`src/rtl/spi_cipo_transmitter.sv`:
```
// SPI mode-0 peripheral transmitter: oversamples SCLK/CS in the clk domain and
// shifts bytes MSB-first on CIPO from a one-entry holding register.
module spi_cipo_transmitter #(
    parameter int          SYNC_STAGES = 2,
    parameter logic [7:0]  IDLE_BYTE   = 8'hFF
) (
    input  logic       clk,
    input  logic       rst_n,
    input  logic       SCLK,
    input  logic       spi_cs_n,
    output logic       CIPO,
    output logic       cipo_oe,
    input  logic [7:0] tx_data,
    input  logic       tx_valid,
    output logic       tx_ready,
    output logic       byte_sent,
    output logic       underrun,
    output logic       busy
);

    typedef enum logic [1:0] {
        IDLE  = 2'd0,
        LOAD  = 2'd1,
        SHIFT = 2'd2
    } state_t;

    logic [SYNC_STAGES-1:0] sclk_sync_reg;
    logic [SYNC_STAGES-1:0] cs_sync_reg;
    logic                   sclk_hist_reg;
    logic                   cs_hist_reg;

    state_t      state_reg;
    logic [7:0]  sreg_reg;
    logic [2:0]  bit_cnt_reg;
    logic        reload_reg;
    logic        cipo_oe_reg;
    logic        busy_reg;
    logic        byte_sent_reg;
    logic        underrun_reg;
    logic [7:0]  hold_reg;
    logic        full_reg;

    logic sclk_s, cs_s;
    logic sclk_rise, sclk_fall, cs_fall, cs_rise;
    logic do_load, load_from_hold, accept;
    logic [7:0] load_byte;

    // CS synchronizer resets to the deasserted level so reset release is not seen as cs_fall.
    always_ff @(posedge clk or negedge rst_n) begin
        if (!rst_n) begin
            sclk_sync_reg <= '0;
            cs_sync_reg   <= '1;
            sclk_hist_reg <= 1'b0;
            cs_hist_reg   <= 1'b1;
        end else begin
            sclk_sync_reg <= {sclk_sync_reg[SYNC_STAGES-2:0], SCLK};
            cs_sync_reg   <= {cs_sync_reg[SYNC_STAGES-2:0], spi_cs_n};
            sclk_hist_reg <= sclk_sync_reg[SYNC_STAGES-1];
            cs_hist_reg   <= cs_sync_reg[SYNC_STAGES-1];
        end
    end

    assign sclk_s    = sclk_sync_reg[SYNC_STAGES-1];
    assign cs_s      = cs_sync_reg[SYNC_STAGES-1];
    assign sclk_rise = sclk_s & ~sclk_hist_reg;
    assign sclk_fall = ~sclk_s & sclk_hist_reg;
    assign cs_fall   = ~cs_s & cs_hist_reg;
    assign cs_rise   = cs_s & ~cs_hist_reg;

    // A load happens in LOAD, or on the first falling edge after a completed byte.
    assign do_load        = (state_reg == LOAD) ||
                            ((state_reg == SHIFT) && !cs_s && sclk_fall && reload_reg);
    assign load_from_hold = do_load && full_reg;
    assign load_byte      = full_reg ? hold_reg : IDLE_BYTE;
    assign accept         = tx_valid && !full_reg;

    always_ff @(posedge clk or negedge rst_n) begin
        if (!rst_n) begin
            hold_reg <= 8'h00;
            full_reg <= 1'b0;
        end else if (load_from_hold) begin
            full_reg <= 1'b0;
        end else if (accept) begin
            hold_reg <= tx_data;
            full_reg <= 1'b1;
        end
    end

    always_ff @(posedge clk or negedge rst_n) begin
        if (!rst_n) begin
            state_reg     <= IDLE;
            sreg_reg      <= 8'h00;
            bit_cnt_reg   <= 3'd0;
            reload_reg    <= 1'b0;
            cipo_oe_reg   <= 1'b0;
            busy_reg      <= 1'b0;
            byte_sent_reg <= 1'b0;
            underrun_reg  <= 1'b0;
        end else begin
            byte_sent_reg <= 1'b0;
            underrun_reg  <= 1'b0;
            case (state_reg)
                IDLE: begin
                    bit_cnt_reg <= 3'd0;
                    reload_reg  <= 1'b0;
                    if (cs_fall) begin
                        state_reg   <= LOAD;
                        cipo_oe_reg <= 1'b1;
                        busy_reg    <= 1'b1;
                    end
                end
                LOAD: begin
                    sreg_reg     <= load_byte;
                    underrun_reg <= !full_reg;
                    bit_cnt_reg  <= 3'd0;
                    reload_reg   <= 1'b0;
                    state_reg    <= SHIFT;
                end
                SHIFT: begin
                    // Level check also catches a CS release that landed during LOAD.
                    if (cs_s) begin
                        state_reg   <= IDLE;
                        sreg_reg    <= 8'h00;
                        bit_cnt_reg <= 3'd0;
                        reload_reg  <= 1'b0;
                        cipo_oe_reg <= 1'b0;
                        busy_reg    <= 1'b0;
                    end else if (sclk_rise) begin
                        bit_cnt_reg <= bit_cnt_reg + 3'd1;
                        if (bit_cnt_reg == 3'd7) begin
                            byte_sent_reg <= 1'b1;
                            reload_reg    <= 1'b1;
                        end
                    end else if (sclk_fall) begin
                        if (reload_reg) begin
                            sreg_reg     <= load_byte;
                            underrun_reg <= !full_reg;
                            reload_reg   <= 1'b0;
                        end else begin
                            sreg_reg <= {sreg_reg[6:0], 1'b0};
                        end
                    end
                end
                default: state_reg <= IDLE;
            endcase
        end
    end

    assign CIPO      = cipo_oe_reg & sreg_reg[7];
    assign cipo_oe   = cipo_oe_reg;
    assign busy      = busy_reg;
    assign byte_sent = byte_sent_reg;
    assign underrun  = underrun_reg;
    assign tx_ready  = !full_reg;

endmodule

```
`config.mk`:
```
export PLATFORM = sky130hd
export DESIGN_NAME = spi_cipo_transmitter
export DESIGN_NICKNAME = d
export VERILOG_FILES = /design/src/rtl/spi_cipo_transmitter.sv
export SDC_FILE = /design/constraint.sdc
export NUM_CORES = 1
export LEC_CHECK = 0
export CAP_MARGIN = 5
export CORE_ASPECT_RATIO = 0.9
export CORE_MARGIN = 4
export CORE_UTILIZATION = 50
export CTS_BUF_LIST = sky130_fd_sc_hd__clkbuf_4
export CTS_CLUSTER_DIAMETER = 150
export DETAILED_ROUTE_END_ITERATION = 10
export GPL_ROUTABILITY_DRIVEN = 0
export PLACE_DENSITY_LB_ADDON = 0.15
export SYNTH_ARGS = -nofsm -noshare
export SYNTH_HDL_FRONTEND = slang
export SYNTH_SLANG_ARGS = --single-unit
export TNS_END_PERCENT = 100
```
`constraint.sdc`:
```
create_clock -name clk -period 2.2 [get_ports clk]
set_clock_uncertainty 0.15 [all_clocks]
set_input_delay 0.44 -clock clk [delete_from_list [all_inputs] [get_ports clk]]
set_output_delay 0.44 -clock clk [all_outputs]
set_load 0.02 [all_outputs]
```
# == Word level (Yosys, flattened, before mapping) ==
# Index checks and enable logic that the tools add are counted.
# totals
register_bits,32
latchBits,0
ram_bits,0
mem_bits_ro,0
output_inout_bits,6
word_cells,83
n_memories,0
# op_classes
addsub,1
mul,0
div_mod_pow,0
n_lt_le_gt_ge,0
n_eq_ne,10
n_shift,0
muxes,31
bitwise_logic,8
reduce_logical,20
# op_table
operator,count
$mux 8,5
$mux 1,16
$pmux 8 s2,1
$ne 3x3->1 const B,3
$reduce_and 3->1,3
$reduce_bool 2->1,4
$mux 3,2
$pmux 1 s2,3
$pmux 2 s3,1
$pmux 3 s2,1
$reduce_and 2->1,3
$logic_and 1x1->1,5
$and 1x1->1,4
$mux 2,2
$ne 2x2->1 const B,2
$ne 4x3->1 const B,1
$ne 4x4->1 const B,1
$not 1->1,4
$add 3x1->3 const B,1
$eq 3x3->1 const B,1
$eq 2x1->1 const B,1
$eq 2x2->1 const B,1
$logic_not 1->1,2
$logic_not 2->1,1
2 further kinds,2

# == Logic depth before layout (Yosys ltp) ==
# depth
depth_word,8
mapped_depth,7
depth_no_buf,6

# == Worst setup path before layout ==
# Ideal clock, no wire load.
# synth_timing
path_type,flip-flop to flip-flop
from,reg state_reg[0]
to,reg sreg_reg[7]
arrival_ns,1.379
required_time_ns,1.922
path_slack_ns,0.544
path_stages_with_launch,8
path_buffers,2
cell_sequence,dfrtp_1 inv_1 ha_1 buf_4 o22a_4 buf_6 nor2_1 a31oi_1
# synth_via
elab_chain_len,3
word_cells_on_any_way,7
# synth_lines
item,line_no,rtl
"start, declared",32,state_t state_reg;
"start signal, assigned",91,state_reg <= IDLE;
"start signal, assigned",107,state_reg <= LOAD;
"start signal, assigned",117,state_reg <= SHIFT;
$eq 2x2->1 / $eq 2x1->1 (equally long branches),102,case (state_reg)
$ne 3x3->1 (no line) / $reduce_bool 2->1 (equally long branches),-,
$reduce_and 3->1 (no line),-,
"end signal, assigned",113,sreg_reg <= load_byte;
"end signal, assigned",136,sreg_reg <= load_byte;
"end signal, assigned",140,"sreg_reg <= {sreg_reg[6:0], 1'b0};"
"end, declared",33,logic [7:0] sreg_reg;
# Parallel ways exist; a longest one is shown, timed or not.
# A chain may end at the register's enable or synchronous reset.

==> metrics.yaml <==
synth:
  synth_nets: 148
  ys_warn_count: 0
  synth_seq_cells: 32
  syn_area_um2: 1458
  synth_area_per_cell_um2: 11.39
  ys_async_sr_fraction: 1.000
  syn_inst: 128
  synthFlopType: "dfrtp_1"
  ys_types: 31
  synth_edf_count: 0
  seq_area_frac_synth: 0.5519
detailed_routing:
  drtPass1Iterations: 4
  vias: 996
  drt_iter0_drc: 43
  wl_mm: 2.507
  vias_per_cell: 5.242
  avgRoutedWirePerCell_um: 13.19
  ant_nets: 0
  route.detailed.drc: 0
setup_path:
  crit_fanout: 5
  worst_ep_required_time_ps: 1610
  crit_type: "reg -> out"
  critical_path.startpoint_type: "flip-flop"
  slowest_stage: "clkdlybuf4s50_1"
  critPathArrivalTime_ps: 1450
  max_stage_delay_ps: 590
  worstPathCellList: "and2_1 > clkdlybuf4s50_1"
  endpoint_kind: "output port"
global_route:
  grtUsageTotal: 0.1492
  grt_pass1_vias: 975
  grt_max_degree: 33
  met3_usage: 0.05503
  antenna_found_initial: 0
  grt_overflow: 0
  gr-usage-met1: 0.1887
  grt_pass1_wl_mm: 4.326
  use_met2: 0.2274
  gr-max-usage-layer: "met2"
clock_tree:
  post_cts.repair.setup_buffers: 0
  htreeDepth: 2
  clock_sinks: 32
  clk_pin_slew_ps: 90
  clock_path_buffers: 2
  cts_made_buffers: 5
  root_buffer: "clkbuf_4"
  cts_tree: "built"
  clk_latency_ps: 320
timing:
  finalCritPeriodShare: 0.9285
  finalSetupViolations: 0
  min_period_ps: 2043
  maxSlewHeadroom: 0.7041
  tns_ps: 0
  finalHoldViolCount: 0
  fmax_mhz: 489.5
  worstMarginPinSlew_ps: 443.9
  slew_violations: 0
  rsz0062_at_grt: "false"
power_and_ir_drop:
  power_per_cell_area_nw_per_um2: 1266
  ir_drop_v: 0.0006641
  power.leakage_nw: 0.7566
final_layout:
  multiInputGateArea_um2: 588.1
  syn_to_final_growth_pct: 18.03
  final_util: 0.6210
  layout_commonest_cell: "dfrtp_1"
  fillers: 242
  layout.cells.non_filler: 190
  mostFrequentLayoutCells: "dfrtp_1 (29), clkdlybuf4s50_1 (17), o21ai_0 (12)"
  layout.nets: 170
  seqCellArea_um2: 804.5
  drive_above_1_share: 0.1533
  num_antenna_cells: 0
placement:
  dp_hpwl_mm: 1.839
  dp_cells: 183
  io_buffers: 18
run:
  maxCapViolCount: 0
die:
  die_area_um2: 3845
  core_um2: 2770
  fp.dieH_um: 59.23
  die_w_um: 64.92
  rows: 18
  initial_core_util: 0.5262
  io_pins: 19
hold_path:
  min_path_type: "reg -> reg"
run_status:
  status: "complete, no violations"
layout make-up:
cell class / count / area share
Clock buffer: 6 / 0.02618
Clock inverter: 1 / 0.002909
Inverter: 8 / 0.01745
Multi-Input combinational cell: 83 / 0.3418
Sequential cell: 32 / 0.4676
Tap cell: 40 / 0.02909
Timing Repair Buffer: 20 / 0.1149
stage by stage:
step	hold slack [ps]	instance area, um^2	power (mW)	setup slack, ps
after global routing	221.7	1720	2.369	80.36
after global placement	185.7	1668	1.845	403.0
final	213.9	1720	2.177	157.2
after detailed placement	187.2	1668	1.891	239.1
after CTS	218.1	1718	2.200	30.49
after floorplan	-5.591	1458	1.639	543.6
cells in the mapped netlist (2+ instances only):
master / instances / area [um^2]
dfrtp_1: 29 / 725.7
buf_4: 2 / 15.01
o32ai_1: 2 / 17.52
a21oi_1: 3 / 15.01
nand2_1: 8 / 30.03
dfstp_2: 3 / 78.83
a22o_1: 3 / 26.28
ha_1: 7 / 87.58
mux2_2: 9 / 101.4
nor2b_1: 5 / 31.28
nor3b_1: 2 / 15.01
o21ai_0: 12 / 60.06
inv_1: 8 / 30.03
a31oi_1: 7 / 43.79
nor2_1: 11 / 41.29
and2_1: 2 / 12.51
layer usage:
| layer | vias to the layer above | wire, um |
|---|---|---|
| li1 | 496 | - |
| met1 | 474 | 1257 |
| met2 | 22 | 1088 |
| met3 | 4 | 113 |
| met4 | 0 | 46 |
| met5 | - | 0 |
worst max-delay path: cells and delay by family (launching register included):
kind	cells	cell delay, ps
buf+inv	1	590
flops	1	400
simple gates	1	140
what timing repair did:
item	4_1_cts	5_1_grt
hold buffers	0	0
setup endpoints to repair	0	1
gates resized for setup	0	1
cell families after synthesis:
| kind of cell | Yosys count | synth area share |
|---|---|---|
| buffers and inverters | 13 | 0.04463 |
| DFF | 32 | 0.5519 |
| muxes | 9 | 0.06953 |
| AOI/OAI and AO/OA | 36 | 0.1657 |
| and+or+nand+nor | 31 | 0.1082 |
| adders and majority gates | 7 | 0.06008 |
power by group:
part	switching (mW)	internal [mW]	total, mW
logic	0.508	0.442	0.950
registers	0.126	0.792	0.918
clock network	0.180	0.130	0.310
worst paths after layout:
check	start	end	slack, ps	cells after the start
min in group asynchronous	rst_n	state_reg[0]	350	2
worst min-delay path	cs_sync_reg[0]	cs_sync_reg[1]	210	0
max in group asynchronous	rst_n	cs_sync_reg[0]	1220	2
worst min register to register	cs_sync_reg[0]	cs_sync_reg[1]	210	0
worst max register to register	state_reg[0]	sreg_reg[1]	250	6
worst max-delay path	busy	CIPO	160	2
Power figures use the tool's default switching activity.
